**src/rtl/anemo_pkg.sv**
```systemverilog
// Shared types and constants for the wind-speed averaging block.
package anemo_pkg;

  localparam int SAMPLE_W = 8;

  typedef logic [SAMPLE_W-1:0] sample_t;

  // Default alarm thresholds on the averaged wind speed.
  localparam int ALARM_ON_DEF  = 200;
  localparam int ALARM_OFF_DEF = 180;

  // Running-sum width: a full window of maximum samples never overflows it.
  function automatic int sum_width(input int log2_depth);
    return SAMPLE_W + log2_depth;
  endfunction

endpackage

```
**src/rtl/anemo_hyst_cmp.sv**
```systemverilog
// Registered hysteresis comparator: sets at or above the ON threshold,
// clears strictly below the OFF threshold, holds in between. Only moves
// when i_update is high.
module anemo_hyst_cmp
  import anemo_pkg::*;
(
  input  logic                i_clk,
  input  logic                i_rst,
  input  logic                i_update,
  input  logic [SAMPLE_W-1:0] i_value,
  input  logic [SAMPLE_W-1:0] i_on,
  input  logic [SAMPLE_W-1:0] i_off,
  output logic                o_alarm
);

  logic r_alarm;

  // Alarm state: synchronous clear, evaluated only on update strobes.
  always_ff @(posedge i_clk) begin
    if (i_rst) begin
      r_alarm <= 1'b0;
    end else if (i_update) begin
      if (i_value >= i_on) begin
        r_alarm <= 1'b1;
      end else if (i_value < i_off) begin
        r_alarm <= 1'b0;
      end
    end
  end

  assign o_alarm = r_alarm;

endmodule

```
**src/rtl/anemo_wind_averager.sv**
```systemverilog
// Moving average of wind-speed samples over 2^LOG2_DEPTH entries, with a
// hysteresis alarm on the average and a primed flag once the window is full.
// Optional peak hold of raw samples is enabled by defining ANEMO_PEAK_HOLD_EN;
// without it peak_out is tied to zero.
//
// Pipeline: the sample edge (E0) updates the window and running sum; the
// following edge (E1) publishes the average, so avg_valid appears two clocks
// after the data_valid cycle. A new sample may arrive every cycle.
module anemo_wind_averager
  import anemo_pkg::*;
#(
  parameter int LOG2_DEPTH = 3,
  parameter int ALARM_ON   = ALARM_ON_DEF,
  parameter int ALARM_OFF  = ALARM_OFF_DEF
)
(
  input  logic                clk_clk,
  input  logic                reset_reset,
  input  logic                clear,
  input  logic [SAMPLE_W-1:0] data_in,
  input  logic                data_valid,
  output logic [SAMPLE_W-1:0] avg_out,
  output logic                avg_valid,
  output logic                avg_primed,
  output logic                alarm,
  output logic [SAMPLE_W-1:0] peak_out
);

  localparam int                  DEPTH     = 1 << LOG2_DEPTH;
  localparam int                  SUM_W     = sum_width(LOG2_DEPTH);
  localparam logic [LOG2_DEPTH:0] FILL_FULL = (LOG2_DEPTH + 1)'(DEPTH);

  generate
    if (LOG2_DEPTH < 1 || LOG2_DEPTH > 6) begin : g_bad_depth
      $error("anemo_wind_averager: LOG2_DEPTH must be within 1..6");
    end
    if (ALARM_OFF > ALARM_ON) begin : g_bad_thresh
      $error("anemo_wind_averager: ALARM_OFF must not exceed ALARM_ON");
    end
    if (ALARM_ON < 0 || ALARM_ON > 255 || ALARM_OFF < 0) begin : g_bad_range
      $error("anemo_wind_averager: alarm thresholds must fit an 8-bit sample");
    end
  endgenerate

  sample_t                r_buf [DEPTH];
  logic [SUM_W-1:0]       r_sum;
  logic [LOG2_DEPTH-1:0]  r_wptr;
  logic [LOG2_DEPTH:0]    r_fill;
  logic                   r_pend;
  sample_t                r_avg;
  logic                   r_avg_valid;
  logic                   r_primed;

  logic                   w_clr;
  logic                   w_accept;
  sample_t                w_old;
  logic [SUM_W-1:0]       w_sum_next;
  sample_t                w_avg_new;
  logic                   w_full;
  logic                   w_alarm;

  // Reset and soft clear are equivalent; either one drops a same-cycle sample.
  assign w_clr      = reset_reset | clear;
  assign w_accept   = data_valid & ~w_clr;
  assign w_old      = r_buf[r_wptr];
  // The evicted entry is always part of the sum, so the subtraction never wraps.
  assign w_sum_next = r_sum - {{LOG2_DEPTH{1'b0}}, w_old}
                            + {{LOG2_DEPTH{1'b0}}, data_in};
  assign w_avg_new  = r_sum[SUM_W-1:LOG2_DEPTH];
  assign w_full     = (r_fill == FILL_FULL);

  // Sample window storage: overwrite the oldest entry on each accepted sample.
  always_ff @(posedge clk_clk) begin
    if (w_clr) begin
      for (int i = 0; i < DEPTH; i++) begin
        r_buf[i] <= '0;
      end
    end else if (data_valid) begin
      r_buf[r_wptr] <= data_in;
    end
  end

  // E0: running sum, write pointer and saturating fill count.
  always_ff @(posedge clk_clk) begin
    if (w_clr) begin
      r_sum  <= '0;
      r_wptr <= '0;
      r_fill <= '0;
    end else if (data_valid) begin
      r_sum  <= w_sum_next;
      r_wptr <= r_wptr + 1'b1;
      if (!w_full) begin
        r_fill <= r_fill + 1'b1;
      end
    end
  end

  // E1: publish the average one edge after the sum settles; a clear in
  // between cancels the pending pulse.
  always_ff @(posedge clk_clk) begin
    if (w_clr) begin
      r_pend      <= 1'b0;
      r_avg       <= '0;
      r_avg_valid <= 1'b0;
      r_primed    <= 1'b0;
    end else begin
      r_pend      <= w_accept;
      r_avg_valid <= r_pend;
      if (r_pend) begin
        r_avg <= w_avg_new;
        if (w_full) begin
          r_primed <= 1'b1;
        end
      end
    end
  end

  anemo_hyst_cmp u_hyst (
    .i_clk    (clk_clk),
    .i_rst    (w_clr),
    .i_update (r_pend),
    .i_value  (w_avg_new),
    .i_on     (SAMPLE_W'(ALARM_ON)),
    .i_off    (SAMPLE_W'(ALARM_OFF)),
    .o_alarm  (w_alarm)
  );

`ifdef ANEMO_PEAK_HOLD_EN
  sample_t r_peak;

  // Peak hold of raw accepted samples; ties leave the stored peak alone.
  always_ff @(posedge clk_clk) begin
    if (w_clr) begin
      r_peak <= '0;
    end else if (data_valid && (data_in > r_peak)) begin
      r_peak <= data_in;
    end
  end

  assign peak_out = r_peak;
`else
  assign peak_out = '0;
`endif

  assign avg_out    = r_avg;
  assign avg_valid  = r_avg_valid;
  assign avg_primed = r_primed;
  assign alarm      = w_alarm;

endmodule

```
**config.mk**
```make
export PLATFORM = sky130hd
export DESIGN_NAME = anemo_wind_averager
export DESIGN_NICKNAME = d
export VERILOG_FILES = /design/src/rtl/anemo_pkg.sv /design/src/rtl/anemo_hyst_cmp.sv /design/src/rtl/anemo_wind_averager.sv
export SDC_FILE = /design/constraint.sdc
export NUM_CORES = 1
export LEC_CHECK = 0
export BUFFER_PORTS_ARGS = -buffer_cell sky130_fd_sc_hd__buf_2
export CORE_MARGIN = 2
export CORE_UTILIZATION = 28
export DETAILED_ROUTE_END_ITERATION = 7
export GPL_ROUTABILITY_DRIVEN = 1
export PLACE_DENSITY_LB_ADDON = 0.08
export SLEW_MARGIN = 15
export SYNTH_ARGS = -nofsm -noshare
export SYNTH_HDL_FRONTEND = slang
export SYNTH_SLANG_ARGS = --single-unit
```
**constraint.sdc**
```tcl
create_clock -name clk_clk -period 5.65 [get_ports clk_clk]
set_clock_uncertainty 0.15 [all_clocks]
set_input_delay 1.695 -clock clk_clk [delete_from_list [all_inputs] [get_ports clk_clk]]
set_output_delay 1.695 -clock clk_clk [all_outputs]
set_load 0.005 [all_outputs]
```
* Word level (Yosys, flattened, before mapping) *
Memories as Yosys holds them, arrays and structs flattened. A register that Yosys moved wholly into a read port is not among the register bits.
Index checks and enable logic that the tools add are counted.

operators by class
  mux-type cells = 12
  $add $sub $neg = 4
  equality and inequality tests = 1
  bitwise logic cells = 4
  reduce and logical (&&, ||, !) cells = 5
  magnitude comparators = 2

operator list
  operator             number
  $add 11x8->11        1
  $sub 11x8->11        1
  $mux 3               3
  $ge 8x8->1 const B   1
  $lt 8x8->1 const B   1
  $mux 1               8
  $mux 8               1
  $reduce_or 8->1      1
  $reduce_and 2->1     3
  $add 4x1->4 const B  1
  $eq 4x4->1 const B   1
  $add 3x1->3 const B  1
  $not 1->1            2
  $reduce_bool 2->1    1
  $and 1x1->1          1
  $or 1x1->1           1

word-level totals
  bits in registers = 30
  bits of input ports = 12
  memories kept = 1
  bits in writable memories = 64

memory list
  name   words  bits a word  rd ports  clocked after Yosys merged registers in  wr ports  line                       source
  r_buf  8      8            1         1                                        8         anemo_wind_averager.sv:45  sample_t r_buf [DEPTH];

* Depth between registers and ports, before layout *
  word-level depth = 5
  depth in mapped cells = 14

* By module *
From an unflattened synthesis, not the netlist that was laid out.

second synthesis, totals
  cells, all modules = 464
  area, all modules = 5380.2 um^2

modules (own cells, without submodules)
  module               times used  area an instance (um^2)  cells an instance  seq. area each (um^2)
  anemo_wind_averager  1           4959.8                   410                2562.5
  anemo_hyst_cmp       1           420.4                    54                 20.0

* Least setup slack after synthesis *
Ideal clock, no wire load.

  path kind = in2reg
  start = in data_in[2]
  end = reg r_sum[8]
  buffers on the path = 0
  stages = 9
  arrival = 3.846 ns
  slack = 1.532 ns
  cells stage by stage = clkinv_1 -> fa_1 -> inv_1 -> ha_1 -> nor2b_4 -> o31a_1 -> o31ai_2 -> nor4_1 -> a311o_1

between the ends
  longest elaborated chain between the ends = 1

RTL lines
  element               line                       source
  from (decl)           anemo_wind_averager.sv:20  input logic [SAMPLE_W-1:0] data_in,
  $add 11x8->11         anemo_wind_averager.sv:68  + {{LOG2_DEPTH{1'b0}}, data_in};
  to (signal assigned)  anemo_wind_averager.sv:90  r_sum <= w_sum_next;
  to (decl)             anemo_wind_averager.sv:46  logic [SUM_W-1:0] r_sum;

No other way between the ends.
A chain may end at the register's enable or synchronous reset.

* Worst setup path in the final report *
Same ends and word-level chain as after synthesis.

==> out/qor.txt <==
=================================================================================================================
Status                                                                                               finished, final reports clean
Arithmetic-cell share of the synthesized area counting full adders, half adders and majority gates         0.0702
Final core area utilization                                                                                 0.320
Simple-gate area share of the yosys netlist                                                                 0.162
Routed via count divided by cell count                                                                       4.85
Critical path buffers and inverters                                                                             3
Die X                                                                                                      139 um
R2R cell count                                                                                                 12
Total number of vias                                                                                         3283
Total power divided by cell area                                                                      302 nW/um^2
Max clock buf depth                                                                                             2
Share of layout cells above drive strength 1                                                                0.234
Relative slew slack                                                                                         0.316
Post-Synthesis Mean Instance Area                                                                      12.1 sq um
Final worst path period share                                                                               0.722
Gr busiest metal                                                                                             met2
Register-to-register path setup slack                                                                     1.83 ns
Top Family by Delay on Critical Path                                                                  adder cells
Syn-to-layout area delta                                                                                    12.1%
Routed WL per cell                                                                                        19.0 um
Number of max-cap violations                                                                                    0
Total setup buffers inserted after CTS                                                                          0
GR Util met1                                                                                                0.188
Cell depth of the worst setup path                                                                             10
Routability congestion estimate from global placement                                                       0.758
Post-synthesis xor/xnor area fraction                                                                      0.0136
Num ports                                                                                                      31
Std-Cell Rows                                                                                                  49
Effective utilization at floorplan                                                                          0.286
Data required time at the worst endpoint                                                                  5.74 ns
Post-Place Worst Slack                                                                                    1.18 ns
Net count reported at finish                                                                                  479
Final count of negative-setup-slack endpoints                                                                   0
Met3 routing resource usage after global routing                                                           0.0251
First-pass GRT wire length                                                                                20.3 mm
Cells after Synth                                                                                             425
Min setup slack post-route                                                                                1.57 ns
Multiplexer share of the synthesized area                                                                   0.118
Root buffer cell                                                                                     sky130_fd_sc_hd__clkbuf_16
Most used flip-flop cell after synthesis                                                             sky130_fd_sc_hd__edfxtp_1
Slowest cell on crit path                                                                            sky130_fd_sc_hd__fa_1
Highest achievable clock rate                                                                           0.245 GHz
Post-Syn Area                                                                                          5130 sq um
Combined area of the multi-input logic cells                                                           2190 sq um
Number of buffers added on ports                                                                               22
Crit-path cells                                                                                      buf_2 -> clkinv_1 -> fa_1 -> inv_1 -> ha_1 -> nor2b_4 -> o31a_1 -> o31ai_2 -> nor4_1 -> a311o_1
Detailed Route Iter0 Violations                                                                               208
Global-route usage over all layers                                                                          0.139
RSZ-0062 raised after global routing                                                                           no
Maximum number of pins on one net before global-route repair                                                   37
Crit Path Category                                                                                   input port to flop
Worst path max stage delay                                                                                0.63 ns
Antenna violations before repair                                                                                0
Number of hold violations in the final report                                                                   0
Number of nets with antenna violations after routing                                                            0
Hold-fix buffers at CTS                                                                                         0
Met2 usage                                                                                                  0.220
Synth Area in Compound Gates                                                                               0.0563
Critical Path Source                                                                                   data_in[2]
Total length of routed wires                                                                              12.8 mm
Critical Path End                                                                                        r_sum[8]
Nature of the critical path startpoint                                                                 input port
Clk_lat worst skew                                                                                        0.35 ns
Main combinational cell family by area after synthesis                                               simple AND/OR/NAND/NOR gates
Sequential area share after synthesis                                                                       0.503
Total DRC errors in the routed layout                                                                           0
Core region area                                                                                      18000 sq um
Number of global-route vias before repair                                                                    3471
Max-slew violation count                                                                                        0
Setup crit end kind                                                                                          flop
Global-route congestion overflow total                                                                          0
Launch point of the worst hold path                                                                  u_hyst.o_alarm
Worst-path clk slew                                                                                       0.07 ns
Total negative slack                                                                                         0 ns
Quantity of gates resized following cts                                                                         0
Full die area                                                                                         19400 sq um
Height of the die                                                                                          139 um
Transition time at the pin with the least slew margin                                                     1.03 ns
Critical register-to-register path endpoint                                                              r_sum[8]
Reg area                                                                                               2580 sq um
Router iterations before antenna repair                                                                         4
Total of warnings raised by yosys                                                                               0
HPWL after detailed placement                                                                             8.22 mm
Share of flip-flops with an asynchronous set or reset                                                           0
Clock sinks                                                                                                    97
Number of levels the H-tree was split into                                                                      3
Number of diodes added for antenna fixing                                                                       0
Clock buffer count from CTS                                                                                     9
CTS tree                                                                                                    built
Final Hold Slack                                                                                         0.302 ns
VDD IR-drop max                                                                                          0.130 mV
Final Critical Period                                                                                     4.08 ns
Min-delay worst type                                                                                 flop to flop
Critical path peak fanout                                                                                       9
Arrival time worst endpoint                                                                               4.17 ns
EDFF count, synth                                                                                              64
LEAKAGE                                                                                                   2.13 nW
Filler Cells Inserted                                                                                        1801
Count of distinct cell types in the synthesized netlist                                                        55
Total of flip-flops plus latches after synthesis                                                               97
=================================================================================================================
==> metal layers <==
metal / share of wire / routed length, um
met5: 0 / 0
met4: 0.019 / 243
met3: 0.028 / 361
met2: 0.47 / 6060
met1: 0.48 / 6170
==> cells by family after synthesis <==
group	Yosys count
AND/OR/NAND/NOR	134
flip-flops	97
buffers and inverters	80
AO/OA/AOI/OAI	45
multiplexers	36
adder cells (fa/ha/maj)	24
XOR/XNOR	8
other	1
==> power breakdown <==
part           total [mW]  switching [mW]  internal, mW
logic               0.301           0.182         0.118
registers           0.806          0.0203         0.786
clock network       0.629           0.284         0.345
total                1.74           0.487          1.25
==> sequential cells by signal (all words and copies together), names as in the netlist, named ones only <==
name / count
r_pend: 1
r_sum: 11
avg_valid: 1
r_fill: 4
avg_out: 8
u_hyst.o_alarm: 1
avg_primed: 1
r_wptr: 3
r_buf: 64
==> cell usage after synthesis (6+ instances only) <==
library cell,instances,area (sq um)
sky130_fd_sc_hd__buf_2,8,40.0
sky130_fd_sc_hd__nor4_1,11,68.8
sky130_fd_sc_hd__nand3_1,8,40.0
sky130_fd_sc_hd__mux2_2,8,90.1
sky130_fd_sc_hd__nor4_2,6,75.1
sky130_fd_sc_hd__buf_4,8,60.1
sky130_fd_sc_hd__mux4_2,6,135
sky130_fd_sc_hd__mux4_1,10,263
sky130_fd_sc_hd__edfxtp_1,64,1920
sky130_fd_sc_hd__a21oi_1,10,50.1
sky130_fd_sc_hd__nor3_2,24,240
sky130_fd_sc_hd__nor2_1,24,90.1
sky130_fd_sc_hd__clkbuf_1,14,52.6
sky130_fd_sc_hd__inv_1,32,120
sky130_fd_sc_hd__fa_1,8,160
sky130_fd_sc_hd__mux2i_1,12,120
sky130_fd_sc_hd__nor3_1,31,155
sky130_fd_sc_hd__dfxtp_1,33,661
sky130_fd_sc_hd__ha_1,16,200
sky130_fd_sc_hd__clkinv_1,7,26.3
sky130_fd_sc_hd__nand2_1,14,52.6
sky130_fd_sc_hd__o21ai_0,12,60.1
==> worst min-delay path by stage <==
| stage | to | slack, ns | cells past startpoint |
|---|---|---|---|
| finish | u_hyst.o_alarm | 0.30 | 2 |
| global route | u_hyst.o_alarm | 0.35 | 2 |
| CTS | u_hyst.o_alarm | 0.30 | 2 |
| detailed placement | u_hyst.o_alarm | 0.29 | 2 |
| global placement | u_hyst.o_alarm | 0.30 | 2 |
| floorplan | u_hyst.o_alarm | 0.30 | 2 |
==> placed cells by master (no fill, tap or decap), types with 5 or more instances in the layout <==
master	synthesis	layout
sky130_fd_sc_hd__nand3_1	8	8
sky130_fd_sc_hd__o21ai_0	12	12
sky130_fd_sc_hd__buf_4	8	18
sky130_fd_sc_hd__buf_2	8	22
sky130_fd_sc_hd__xnor2_1	5	5
sky130_fd_sc_hd__nor3_2	24	24
sky130_fd_sc_hd__clkbuf_16	0	9
sky130_fd_sc_hd__dfxtp_1	33	33
sky130_fd_sc_hd__ha_1	16	16
sky130_fd_sc_hd__clkinv_1	7	7
sky130_fd_sc_hd__nor4_2	6	6
sky130_fd_sc_hd__nand2_1	14	14
sky130_fd_sc_hd__mux4_1	10	10
sky130_fd_sc_hd__nor4_1	11	11
sky130_fd_sc_hd__conb_1	1	8
sky130_fd_sc_hd__edfxtp_1	64	64
sky130_fd_sc_hd__mux4_2	6	6
sky130_fd_sc_hd__mux2_2	8	8
sky130_fd_sc_hd__nor3_1	31	31
sky130_fd_sc_hd__inv_1	32	32
sky130_fd_sc_hd__nor2_1	24	24
sky130_fd_sc_hd__a21oi_1	10	10
sky130_fd_sc_hd__fa_1	8	8
sky130_fd_sc_hd__mux2i_1	12	12
==> layout make-up <==
class / count / area share
sequential: 97 / 0.449
multi-input combinational: 255 / 0.381
tap: 229 / 0.0498
timing repair buffer: 40 / 0.0426
clock buffer: 10 / 0.0398
inverter: 40 / 0.0261
clock inverter: 6 / 0.0117
==> worst register-to-register path, cell delays in order (launching register included) <==
cell	delay (ns)
sky130_fd_sc_hd__dfxtp_1	0.89
sky130_fd_sc_hd__mux4_2	0.41
sky130_fd_sc_hd__mux2_2	0.31
sky130_fd_sc_hd__ha_1	0.28
sky130_fd_sc_hd__inv_1	0.05
sky130_fd_sc_hd__ha_1	0.19
sky130_fd_sc_hd__inv_1	0.07
sky130_fd_sc_hd__fa_1	0.42
sky130_fd_sc_hd__nor2b_4	0.15
sky130_fd_sc_hd__o31a_1	0.22
sky130_fd_sc_hd__o31ai_2	0.10
sky130_fd_sc_hd__and4_1	0.21
sky130_fd_sc_hd__a311o_1	0.27
==> stage by stage <==
stage	instance area, sq um	cells	power, mW
detailed placement	5460	661	1.13
global placement	5460	661	1.12
global route	5750	677	1.82
CTS	5750	677	1.76
floorplan	5160	432	1.05
finish	5750	677	1.74
Note: power is estimated with default switching activity, not from simulation.
